**src/rtl/home_inventory_wb_host.sv**
```systemverilog
// Single-outstanding Wishbone classic initiator: one valid/ready command becomes
// one bus cycle, answered by one response carrying read data or a timeout flag.
module home_inventory_wb_host #(
   parameter int unsigned TIMEOUT_CYCLES = 16,
   parameter logic [31:0] ERR_DATA       = 32'h0000_0000
) (
   input  logic        wb_clk_i,
   input  logic        wb_rst_ni,
   input  logic        cmd_valid,
   output logic        cmd_ready,
   input  logic        cmd_we,
   input  logic [31:0] cmd_adr,
   input  logic [31:0] cmd_dat,
   input  logic [3:0]  cmd_sel,
   output logic        rsp_valid,
   input  logic        rsp_ready,
   output logic [31:0] rsp_dat,
   output logic        rsp_err,
   output logic        wbm_cyc_o,
   output logic        wbm_stb_o,
   output logic        wbm_we_o,
   output logic [3:0]  wbm_sel_o,
   output logic [31:0] wbm_adr_o,
   output logic [31:0] wbm_dat_o,
   input  logic        wbm_ack_i,
   input  logic [31:0] wbm_dat_i
);

   typedef enum logic [1:0] {IDLE, BUS, RESP} state_t;

   // Counter value at the edge that closes the last permitted STB cycle.
   localparam logic [7:0] TMO_LAST = 8'(TIMEOUT_CYCLES - 1);

   state_t     state;
   logic [7:0] tmo_cnt;

   assign cmd_ready = (state == IDLE);

   always_ff @(posedge wb_clk_i or negedge wb_rst_ni) begin
      if (!wb_rst_ni) begin
         state     <= IDLE;
         tmo_cnt   <= 8'd0;
         rsp_valid <= 1'b0;
         rsp_dat   <= 32'd0;
         rsp_err   <= 1'b0;
         wbm_cyc_o <= 1'b0;
         wbm_stb_o <= 1'b0;
         wbm_we_o  <= 1'b0;
         wbm_sel_o <= 4'd0;
         wbm_adr_o <= 32'd0;
         wbm_dat_o <= 32'd0;
      end else begin
         case (state)
            IDLE: begin
               if (cmd_valid) begin
                  wbm_cyc_o <= 1'b1;
                  wbm_stb_o <= 1'b1;
                  wbm_we_o  <= cmd_we;
                  wbm_sel_o <= cmd_sel;
                  wbm_adr_o <= cmd_adr;
                  wbm_dat_o <= cmd_dat;
                  tmo_cnt   <= 8'd0;
                  state     <= BUS;
               end
            end
            BUS: begin
               // Ack takes priority over a timeout landing on the same edge.
               if (wbm_ack_i || (tmo_cnt == TMO_LAST)) begin
                  wbm_cyc_o <= 1'b0;
                  wbm_stb_o <= 1'b0;
                  wbm_we_o  <= 1'b0;
                  wbm_sel_o <= 4'd0;
                  wbm_adr_o <= 32'd0;
                  wbm_dat_o <= 32'd0;
                  rsp_valid <= 1'b1;
                  rsp_err   <= !wbm_ack_i;
                  rsp_dat   <= (wbm_ack_i && !wbm_we_o) ? wbm_dat_i : ERR_DATA;
                  state     <= RESP;
               end else begin
                  tmo_cnt <= tmo_cnt + 8'd1;
               end
            end
            RESP: begin
               if (rsp_ready) begin
                  rsp_valid <= 1'b0;
                  state     <= IDLE;
               end
            end
            default: state <= IDLE;
         endcase
      end
   end

endmodule

```
**config.mk**
```make
export PLATFORM = sky130hd
export DESIGN_NAME = home_inventory_wb_host
export DESIGN_NICKNAME = d
export VERILOG_FILES = /design/src/rtl/home_inventory_wb_host.sv
export SDC_FILE = /design/constraint.sdc
export NUM_CORES = 1
export LEC_CHECK = 0
export ABC_AREA = 1
export BUFFER_PORTS_ARGS = -buffer_cell sky130_fd_sc_hd__clkbuf_2
export CAP_MARGIN = 20
export CORE_ASPECT_RATIO = 0.8
export CORE_MARGIN = 10
export CORE_UTILIZATION = 47
export DETAILED_ROUTE_END_ITERATION = 8
export PLACE_DENSITY = 0.79
export SLEW_MARGIN = 20
export SYNTH_ARGS = -nofsm -noshare
export SYNTH_HDL_FRONTEND = slang
export SYNTH_SLANG_ARGS = --single-unit
```
**constraint.sdc**
```tcl
create_clock -name wb_clk_i -period 1.85 [get_ports wb_clk_i]
set_input_delay 0.0925 -clock wb_clk_i [delete_from_list [all_inputs] [get_ports wb_clk_i]]
set_output_delay 0.0925 -clock wb_clk_i [all_outputs]
set_load 0.02 [all_outputs]
```
### Word-level counts from Yosys, hierarchy flattened

Cells that the tools add are included.

* bits in registers: 114
* bits of input ports: 106
* output and inout bits: 106
* logic and storage cells: 54

* add/sub/neg operators: 1
* eq/ne operators: 7
* mux-type cells: 24
* reduce and logical (&&, ||, !) cells: 12

Operator list (number)
* $mux W32: 4
* $pmux W32 S2: 2
* $mux W8: 2
* $pmux W8 S2: 1
* $reduce_and A3 Y1: 4
* $add A8 B1 Y8 const B: 1
* $eq A8 B4 Y1 const B: 1
* $mux W4: 2
* $ne A2 B2 Y1 const B: 4
* $pmux W4 S2: 1
* $mux W2: 3
* $pmux W1 S2: 3
* $pmux W2 S3: 1
* $mux W1: 5
* $reduce_bool A2 Y1: 2
* $eq A2 B1 Y1 const B: 1
* $eq A2 B2 Y1 const B: 1
* $logic_not A1 Y1: 2
* $logic_not A2 Y1: 1
* $reduce_and A2 Y1: 1
* $logic_and A1 B1 Y1: 1
* $logic_or A1 B1 Y1: 1

### Depth between registers and ports, before layout

Gate-level depths: netlist of run 1.

* depth after elaboration: 4
* gate-level depth with buffers: 10

### Worst setup path after synthesis of run 1

OpenSTA, ideal clock, no wires.

* kind: reg2reg
* start point: register state[1]
* end point: register wbm_adr_o[11]
* arrival time: 1441 ps
* required time: 1732 ps
* slack: 292 ps
* stages on the path, launching flop included: 7
* path buffers: 2
* period minus slack after synthesis: 1558 ps
* cells stage by stage: dfrtp_1 -> nor2_1 -> nand2_1 -> buf_2 -> buf_2 -> nand3_1 -> nand2_1

* longest elaborated chain between the ends: 3

RTL lines
* start: declaration: RTL line 34 `state_t state;`
* start signal: assignment: RTL line 41 `state <= IDLE;`
* start signal: assignment: RTL line 63 `state <= BUS;`
* start signal: assignment: RTL line 78 `state <= RESP;`
* $logic_not A2 Y1 (*)
* via cmd_ready: RTL line 10 `output logic cmd_ready,`
* $ne A2 B2 Y1 (no source line) or $reduce_bool A2 Y1 (tied branches)
* $reduce_and A3 Y1 (no source line)
* end signal: assignment: RTL line 60 `wbm_adr_o <= cmd_adr;`
* end: declaration: RTL line 23 `output logic [31:0] wbm_adr_o,`

The timed path passes the listed nets; every way through them passes the cells marked *.
A chain may end at the register's enable or synchronous reset.

### Worst setup path in the final report of run 1

* start point: register tmo_cnt[0]
* end point: register wbm_dat_o[16]

* longest elaborated chain between the ends: 4

RTL lines
* start: declaration: RTL line 35 `logic [7:0] tmo_cnt;`
* start signal: assignment: RTL line 80 `tmo_cnt <= tmo_cnt + 8'd1;`
* $eq A8 B4 Y1: RTL line 68 `if (wbm_ack_i || (tmo_cnt == TMO_LAST)) begin`
* $logic_or A1 B1 Y1: RTL line 68
* $ne A2 B2 Y1 (no source line)
* $reduce_and A3 Y1 (no source line)
* end signal: assignment: RTL line 61 `wbm_dat_o <= cmd_dat;`
* end: declaration: RTL line 24 `output logic [31:0] wbm_dat_o,`

Every way passes these cells.

==> run_results.csv, run 1 <==
group,metric,value,unit
run_status,status,"finished clean",
cells_and_area,final_common_cell,"clkbuf_2",
clocking,clkTransAtPathRegs,0.05,ns
detailed_routing,drtAntennaViolNets,0,
power,pwr-share-seq,33.5,%
worst_setup_path,max_stage_delay,0.40,ns
timing,finalSetupTns,0,ns
cells_and_area,nets,951,
timing,finalHoldViolations,0,
placed_design,post-dp-hpwl,10700,microns
worst_setup_path,cp.arrival,1.96,ns
timing,grt_setup_unrepaired,"false",
clocking,post-cts-setup-buffer-count,0,
cells_and_area,post-route-util,74.9,%
clocking,cts_max_level,4,
power,p_comb_share,40.0,%
logic_synthesis,ys_ff_latch,114,
worst_setup_path,critPathLaunchType,"register",
timing,whs,0.0744,ns
timing,worstMarginPinSlew,0.395,ns
cells_and_area,layout_common_cells,"210 x clkbuf_2, 206 x nand2_1, 114 x dfrtp_1, 113 x nand3_1, 103 x dlygate4sd3_1",
worst_setup_path,reg2regPathDepth,9,
floorplanning,io_pins,212,
timing,period_share,88.8,%
cells_and_area,area_delta_synth_final,56.3,%
grt,grt_pass1_vias,5541,
worst_setup_path,crit_chain,"ha_1 -> nand2_2 -> nor2_2 -> nand3_2 -> nand2_1 -> nand2_4 -> buf_12 -> nand3_1 -> nand2_1",
logic_synthesis,synth_top_area_cell,"dfrtp_1",
detailed_routing,via_count,5199,
job,max_cap_violations,0,
hold_path,hold_path_class,"in -> async",
timing,finalCriticalPeriod,1.64,ns
worst_setup_path,cp_slowest_cell,"dfrtp_1",
cells_and_area,drive_gt1_share,32.9,%
detailed_routing,viasPerCell,5.21,
worst_setup_path,crit_buf_inv,1,
timing,drv_slew,0,
floorplanning,die-area,0.0149,sq mm
logic_synthesis,netlist_area,0.00489,sq mm
power,peakVddDrop,0.00110,V
clocking,root_buffer,"clkbuf_16",
worst_setup_path,required,2.17,ns
clocking,clk_path_buf_depth,2,
logic_synthesis,synth_fp_nets,645,
timing,setup_viol,0,
floorplanning,chipHeight,111,microns
worst_setup_path,critical_path_class,"reg -> reg",
worst_setup_path,crit_top_cell,"nand2_1",
grt,grt_pass1_wl,28900,microns
logic_synthesis,synth.distinct_cells,20,
logic_synthesis,yosysSeqAreaShare,58.4,%
cells_and_area,n_fill_cell,650,
timing,fin_worst_skew,0.0125,ns
logic_synthesis,syn_avg_cell_area,9.09,sq um
detailed_routing,detail_route.wl_per_cell,17.9,microns
placed_design,numPortBuffers,211,
clocking,cts_resized,0,
logic_synthesis,postSynthCellCount,538,
floorplanning,coreArea,0.0102,sq mm
power,leakage,4.14,nW
logic_synthesis,synth_top_area_share,58.4,%
grt,antenna_found_initial,3,
detailed_routing,drc,0,
detailed_routing,drt_wl_total,17900,microns
worst_setup_path,crit_family,"simple AND/OR/NAND/NOR gates",
floorplanning,start_util,47.9,%
placed_design,place_inst,862,
grt,grt_util_all_layers,24.1,%
grt,grt_max_degree,64,
worst_setup_path,end_kind,"register",
worst_setup_path,critPathMaxFanout,47,
worst_setup_path,crit_cells,9,
grt,grt_overflow_total,0,
power,clkPwrFrac,26.5,%
power,switchingPower,4.95,mW
detailed_routing,first_pass_iters,5,
placed_design,place_congestion,0.817,
cells_and_area,layoutNonFillerInstCount,998,
logic_synthesis,ys_top_cells_by_area,"dfrtp_1 58%, nand2_1 16%, nand3_1 12%, o21ai_2 4.5%, buf_6 3.2%",
clocking,cts_made_buffers,17,
power,p_int,7.10,mW
power,p_per_area,1580,mW/mm^2
timing,max_freq,0.609,GHz
clocking,clock_sinks,114,
clocking,clock_latency,0.40,ns
logic_synthesis,yosys_warnings,0,
detailed_routing,detail_route.iter0.violations,334,
floorplanning,die_w,134,microns
power,power_switching_share,41.1,%
clocking,cts_tree,"yes",
floorplanning,row_count,33,
timing,worst_slew_margin_rel,73.6,%
## worst reg2reg max path, stage by stage (launching register included)
cell,delay [ns]
dfrtp_1,0.40
ha_1,0.23
nand2_2,0.11
nor2_2,0.04
nand3_2,0.07
nand2_1,0.09
nand2_4,0.14
buf_12,0.24
nand3_1,0.13
nand2_1,0.12
## stage by stage
stage / cell area (sq um) / power (mW) / worst slack (ns)
finish: 7640 / 12.0 / 0.208
floorplan: 4890 / 6.90 / 0.292
detailed placement: 6020 / 8.53 / 0.258
global placement: 6020 / 8.37 / 0.325
global route: 7640 / 12.7 / 0.0880
CTS: 7630 / 11.9 / 0.222
## routing by layer
metal	GRT usage, %	vias up	wire [microns]
li1	-	2357	-
met1	26.6	2452	6740
met2	38.5	338	8580
met3	11.1	52	2120
met4	11.5	0	451
met5	0	-	0
## path summary, 6_finish.rpt
kind	from	slack [ns]	end
worst max register to register	tmo_cnt[0]	0.21	wbm_dat_o[16]
min in group wb_clk_i	cmd_valid	0.11	tmo_cnt[3]
worst max-delay path	tmo_cnt[0]	0.21	wbm_dat_o[16]
worst min register to register	rsp_dat[30]	0.48	rsp_dat[30]
max in group asynchronous	wb_rst_ni	1.24	wbm_adr_o[23]
worst min-delay path	wb_rst_ni	0.07	rsp_dat[2]
## power groups by stage
stage | Sequential (mW) | Clock, mW | Combinational [mW]
after floorplan | 4.97 | 0 | 1.93
after global placement | 3.95 | 0 | 4.42
after detailed placement | 3.99 | 0 | 4.55
after CTS | 3.97 | 3.25 | 4.73
after global routing | 4.12 | 3.38 | 5.24
final | 4.03 | 3.20 | 4.82
## kinds of logic (layout without fill, tap and decap cells)
| logic type | Yosys count | in the layout | synth area share [%] |
|---|---|---|---|
| XOR/XNOR | 1 | 1 | 0.179 |
| buffers and inverters | 48 | 365 | 6.17 |
| other | 0 | 3 | 0 |
| AND/OR/NAND/NOR | 339 | 339 | 29.5 |
| AO/OA/AOI/OAI | 35 | 35 | 5.55 |
| flip-flops | 114 | 114 | 58.4 |
| adder cells (fa/ha/maj) | 1 | 1 | 0.256 |
## synth_stat cells
library cell    n
clkbuf_1       17
o21bai_1        1
ha_1            1
nor2_1         12
o21ai_1         8
buf_4           3
nor2_2          1
nand2_2         2
nand3_2         2
o21ai_2        25
buf_6          14
inv_2           1
xor2_1          1
nand2_1       207
nor3b_1         2
nand3_1       113
dfrtp_1       114
buf_2           4
inv_1           9
o21ai_0         1
## layout make-up
class	instances	area (sq um)	share of cell area, %
Sequential cell	114	2850	37.3
Timing Repair Buffer	325	2250	29.4
Multi-Input combinational cell	376	1740	22.8
Clock buffer	25	505	6.61
Tap cell	140	175	2.29
Clock inverter	5	75.1	0.982
Inverter	10	37.5	0.491
Antenna cell	3	7.51	0.0982
## state kept, by name (all words and copies together), names as in the netlist, 2 cells and up
signal,count
wbm_sel_o,4
wbm_dat_o,32
state,2
tmo_cnt,8
rsp_dat,32
wbm_adr_o,32
## repair_timing
item	in CTS	in global routing
hold buffers	103	0
endpoints found under the setup margin	0	0
hold endpoints to repair	217	0
(Power assumes the default switching activity.)
==> inputs of run 2 (changes only) <==
--- a/config.mk
+++ b/config.mk
@@ -6,13 +6,12 @@
 export NUM_CORES = 1
 export LEC_CHECK = 0
 export ABC_AREA = 1
-export BUFFER_PORTS_ARGS = -buffer_cell sky130_fd_sc_hd__clkbuf_2
 export CAP_MARGIN = 20
 export CORE_ASPECT_RATIO = 0.8
 export CORE_MARGIN = 10
 export CORE_UTILIZATION = 47
 export DETAILED_ROUTE_END_ITERATION = 8
-export PLACE_DENSITY = 0.79
+export DONT_BUFFER_PORTS = 1
 export SLEW_MARGIN = 20
 export SYNTH_ARGS = -nofsm -noshare
 export SYNTH_HDL_FRONTEND = slang
==> run_results.csv, run 2 (synthesis gave the netlist of run 1 again) <==
group,metric,value,unit
worst_setup_path,cp_slowest_cell,"dfrtp_1",
hold_path,hold_path_class,"in -> async",
timing,drv_slew,0,
power,switchingPower,4.48,mW
power,power_switching_share,41.6,%
clocking,cts_made_buffers,17,
worst_setup_path,endpoint,"wbm_dat_o[31]",
detailed_routing,drc,0,
cells_and_area,area_delta_synth_final,34.1,%
grt,grt_util_all_layers,19.1,%
detailed_routing,drt_wl_total,14300,microns
detailed_routing,viasPerCell,5.17,
detailed_routing,drtAntennaViolNets,0,
worst_setup_path,end_kind,"register",
clocking,clock_sinks,114,
floorplanning,die_w,134,microns
grt,grt_overflow_total,0,
detailed_routing,via_count,4060,
placed_design,place_congestion,0.805,
detailed_routing,detail_route.wl_per_cell,18.2,microns
worst_setup_path,r2r_setup_slack,0.18,ns
worst_setup_path,critical_path_class,"reg -> reg",
timing,setup_viol,0,
cells_and_area,layout_common_cells,"206 x nand2_1, 114 x dfrtp_1, 113 x nand3_1, 104 x dlygate4sd3_1, 25 x o21ai_2",
timing,finalSetupTns,0,ns
detailed_routing,first_pass_iters,5,
timing,grt_setup_unrepaired,"false",
floorplanning,io_pins,212,
clocking,clkTransAtPathRegs,0.05,ns
clocking,root_buffer,"clkbuf_16",
worst_setup_path,max_stage_delay,0.40,ns
grt,grt_max_degree,115,
timing,max_freq,0.598,GHz
floorplanning,start_util,47.9,%
cells_and_area,n_fill_cell,825,
run_status,violations,"hold timing",
worst_setup_path,crit_chain,"ha_1 -> nand2_2 -> nor2_2 -> nand3_2 -> nand2_1 -> nand2_4 -> buf_12 -> nand3_1 -> nand2_1",
timing,worst_slew_margin_rel,71.3,%
power,p_comb_share,22.6,%
cells_and_area,top_regs,"rsp_dat x32, wbm_adr_o x32, wbm_dat_o x32",
clocking,clk_path_buf_depth,2,
worst_setup_path,crit_start,"tmo_cnt[0]",
worst_setup_path,crit_buf_inv,1,
grt,grt_pass1_vias,4142,
power,p_per_area,1640,mW/mm^2
clocking,clock_latency,0.41,ns
worst_setup_path,critPathMaxFanout,50,
power,total_power,10.8,mW
timing,whs,-0.616,ns
clocking,cts_resized,0,
timing,fin_worst_skew,0.00954,ns
worst_setup_path,r2r-start,"tmo_cnt[0]",
clocking,ctsHoldBuffers,105,
placed_design,pre_cts_slack,0.202,ns
clocking,cts_tree,"yes",
cells_and_area,nets,740,
timing,period_share,90.4,%
power,clkPwrFrac,28.5,%
cells_and_area,drive_gt1_share,11.2,%
placed_design,numPortBuffers,0,
detailed_routing,detail_route.iter0.violations,300,
timing,finalCriticalPeriod,1.67,ns
worst_setup_path,critPathLaunchType,"register",
worst_setup_path,crit_cells,9,
worst_setup_path,reg2regPathDepth,9,
power,leakage,3.21,nW
worst_setup_path,cp.arrival,2.01,ns
timing,worstMarginPinSlew,0.431,ns
floorplanning,chipHeight,111,microns
floorplanning,coreArea,0.0102,sq mm
power,pwr-share-seq,49.0,%
timing,worst_slack,0.178,ns
cells_and_area,final_common_cell,"nand2_1",
timing,finalHoldViolations,114,
grt,grt_pass1_wl,22900,microns
job,max_cap_violations,0,
grt,antenna_found_initial,1,
floorplanning,die-area,0.0149,sq mm
run_status,status,"finished, violations left",
placed_design,post-dp-hpwl,8990,microns
worst_setup_path,r2r_end,"wbm_dat_o[31]",
worst_setup_path,crit_top_cell,"nand2_1",
worst_setup_path,crit_family,"simple AND/OR/NAND/NOR gates",
floorplanning,row_count,33,
power,peakVddDrop,0.000945,V
worst_setup_path,required,2.19,ns
clocking,cts_max_level,4,
power,p_int,6.29,mW
run 2: cell count changes in the layout (fill, tap and decap cells not counted), sizes merged:
cell | previous run | this run
clkbuf | 235 | 22
clkinvlp | 0 | 3
buf | 12 | 10
clkinv | 3 | 5
diode | 3 | 1
bufinv | 2 | 1
dlygate4sd3 | 103 | 104
run 2: repair_timing:
action                                  CTS  global route
endpoints found under the hold margin   219           114
endpoints found under the setup margin    0             0
buffers inserted                          0             0
run 2: how the worst min path moves through the flow:
stage / startpoint / endpoint / slack (ns)
floorplan: wb_rst_ni / rsp_dat[0] / -0.20
global placement: wb_rst_ni / rsp_dat[16] / -0.20
detailed placement: wb_rst_ni / rsp_dat[16] / -0.20
CTS: wb_rst_ni / rsp_dat[16] / -0.64
global route: wb_rst_ni / wbm_adr_o[12] / -0.64
finish: wb_rst_ni / rsp_dat[16] / -0.62
run 2: layout make-up:
type,instances,area (sq um),share of cell area (%)
Sequential cell,114,2850,43.5
Timing Repair Buffer,114,1180,18.0
Antenna cell,1,2.50,0.0382
Tap cell,140,175,2.67
Multi-Input combinational cell,376,1740,26.6
Inverter,10,37.5,0.573
Clock buffer,22,484,7.39
Clock inverter,9,81.3,1.24
run 2: metrics by stage:
stage / instance area (sq um) / util, % / hold WS [ns] / instances
2_1_floorplan: 4890 / - / -0.203 / 538
3_3_place_gp: 4920 / 48.3 / -0.199 / 649
3_5_place_dp: 4920 / 48.3 / -0.199 / 649
4_1_cts: 6550 / 64.2 / -0.640 / 785
5_1_grt: 6550 / 64.3 / -0.641 / 786
6_report: 6550 / 64.3 / -0.616 / 786
run 2: per-layer routing:
metal	vias to the layer above	global-route usage [%]	part of all wire, %
met5	-	0	0
met4	0	7.24	1.5
met3	18	9.69	12
met2	190	29.8	49
met1	1915	21.8	38
li1	1937	-	-
run 2: power by group through the flow:
| stage | sequential (mW) | combinational, mW | clock (mW) |
|---|---|---|---|
| after global routing | 5.39 | 2.77 | 3.25 |
| final | 5.27 | 2.43 | 3.06 |
| after floorplan | 4.97 | 1.93 | 0 |
| after detailed placement | 5.31 | 2.22 | 0 |
| after global placement | 5.31 | 2.13 | 0 |
| after CTS | 5.29 | 2.41 | 3.15 |
==> inputs of run 3 (changes only) <==
==> constraint.sdc (replaced) <==
create_clock -name wb_clk_i -period 1.4 [get_ports wb_clk_i]
set_input_delay 0.07 -clock wb_clk_i [delete_from_list [all_inputs] [get_ports wb_clk_i]]
set_output_delay 0.07 -clock wb_clk_i [all_outputs]
set_load 0.02 [all_outputs]
==> run_results.csv, run 3 (synthesis gave the netlist of run 1 again) <==
group,metric,value,unit
placed_design,place_congestion,0.797,
grt,grt_pass1_wl,23700,microns
clocking,root_buffer,"clkbuf_16",
worst_setup_path,critical_path_class,"reg -> reg",
power,peakVddDrop,0.00145,V
timing,finalCriticalPeriod,1.49,ns
timing,grt_setup_unrepaired,"true",
floorplanning,die-area,0.0149,sq mm
clocking,clock_sinks,114,
worst_setup_path,cp.arrival,1.76,ns
cells_and_area,n_fill_cell,705,
cells_and_area,final_common_cell,"nand2_1",
cells_and_area,layout_common_cells,"176 x nand2_1, 114 x dfrtp_1, 104 x dlygate4sd3_1, 81 x nand3_1, 33 x nand3_2",
cells_and_area,drive_gt1_share,24.0,%
clocking,cts_tree,"yes",
job,max_cap_violations,0,
cells_and_area,num_antenna_cells,0,
grt,grt_overflow_total,0,
clocking,cts_max_level,4,
run_status,status,"finished, violations left",
grt,grt_pass1_vias,4272,
floorplanning,row_count,33,
placed_design,place_area,0.00511,sq mm
worst_setup_path,crit_start,"tmo_cnt[1]",
cells_and_area,final_area,0.00731,sq mm
detailed_routing,drt_wl_total,15400,microns
timing,worst_slew_margin_rel,73.0,%
grt,grt_util_all_layers,19.6,%
cells_and_area,area_delta_synth_final,49.6,%
clocking,clock_latency,0.39,ns
detailed_routing,detail_route.iter0.violations,383,
cells_and_area,nets,762,
worst_setup_path,required,1.67,ns
floorplanning,start_util,47.9,%
timing,whs,-0.628,ns
timing,max_freq,0.672,GHz
floorplanning,io_pins,212,
detailed_routing,first_pass_iters,4,
timing,fin_worst_skew,0.0107,ns
grt,grt_max_degree,115,
detailed_routing,detail_route.wl_per_cell,19.1,microns
floorplanning,die_w,134,microns
power,total_power,16.4,mW
hold_path,hold_path_class,"in -> async",
timing,worst_slack,-0.0872,ns
worst_setup_path,critPathMaxFanout,13,
cells_and_area,top_regs,"rsp_dat x32, wbm_adr_o x32, wbm_dat_o x32",
power,p_per_area,2240,mW/mm^2
timing,drv_slew,0,
detailed_routing,viasPerCell,5.21,
timing,period_share,106,%
worst_setup_path,critPathLaunchType,"register",
clocking,ctsHoldBuffers,105,
clocking,clkTransAtPathRegs,0.06,ns
clocking,clk_path_buf_depth,2,
worst_setup_path,end_kind,"register",
clocking,cts_made_buffers,17,
timing,finalHoldViolations,114,
placed_design,post-dp-hpwl,9330,microns
detailed_routing,drtAntennaViolNets,0,
placed_design,numPortBuffers,0,
worst_setup_path,r2r-start,"tmo_cnt[1]",
timing,setup_viol,113,
grt,antenna_found_initial,0,
detailed_routing,via_count,4213,
timing,worstMarginPinSlew,0.405,ns
floorplanning,coreArea,0.0102,sq mm
floorplanning,chipHeight,111,microns
run_status,violations,"hold timing, setup timing",
detailed_routing,drc,0,
power,leakage,3.53,nW
## run 3: cell types whose count changed in the layout (fill, tap and decap cells not counted), sizes merged
cell	change
buf	+19
bufinv	+5
clkbuf	+3
clkinv	-3
clkinvlp	-2
diode	-1
nand2	+1
## run 3: path summary, 6_finish.rpt
kind	end	slack, ns	depth (start not counted)
setup / recovery	rsp_dat[23]	-0.09	9
hold / removal	rsp_dat[17]	-0.63	0
setup reg to reg	rsp_dat[23]	-0.09	9
hold reg to reg	state[1]	0.61	2
max in group asynchronous	rsp_dat[10]	1.81	0
min in group wb_clk_i	state[0]	0.02	3
## run 3: per-layer routing
| metal | vias up | GRT usage [%] | wire length, microns |
|---|---|---|---|
| met5 | - | 0 | 0 |
| met2 | 158 | 32.3 | 7750 |
| met4 | 0 | 5.36 | 191 |
| met3 | 15 | 9.69 | 1560 |
| li1 | 1987 | - | - |
| met1 | 2053 | 22.1 | 5920 |
## run 3: power by group
| group | internal (mW) | total, mW | switching (mW) |
|---|---|---|---|
| Sequential | 4.49 | 7.12 | 2.63 |
| Combinational | 1.83 | 4.21 | 2.38 |
| Clock | 3.57 | 5.04 | 1.47 |
| Total | 9.89 | 16.4 | 6.48 |
## run 3: critical path, cell delays in order (launching register included)
cell and delay, ns:
dfrtp_1 0.36, ha_2 0.19, nand2_2 0.07, nor2_2 0.09, nand3_2 0.10, nand2_4 0.12
nand2_4 0.13, buf_12 0.18, nand2_2 0.06, o21ai_1 0.07
## run 3: per-stage QoR
stage          worst slack (ns)  utilization [%]  setup TNS [ns]  instances
2_1_floorplan           -0.0249                -           -1.34        538
3_3_place_gp            -0.0743             50.1           -5.78        664
3_5_place_dp             -0.105             50.1           -9.30        664
4_1_cts                 -0.0846             69.2           -5.87        805
5_1_grt                  -0.175             71.7          -15.10        808
6_report                -0.0872             71.7           -5.76        808
## run 3: repair_timing
action,4_1_cts,5_1_grt
setup endpoints to repair,112,113
hold endpoints to repair,219,114
setup buffers,2,0
resized for setup,38,43
gates cloned,2,3
pin swaps,0,1
## run 3: cell type report
type                    count  area, sq um  share of cell area (%)
clock buffers              23          498                    6.81
multi-input cells         377         2070                    28.3
flip-flops and latches    114         2850                    39.0
repair buffers            135         1490                    20.3
well taps                 140          175                    2.39
clock inverters             9          198                    2.70
inverters                  10         37.5                   0.513
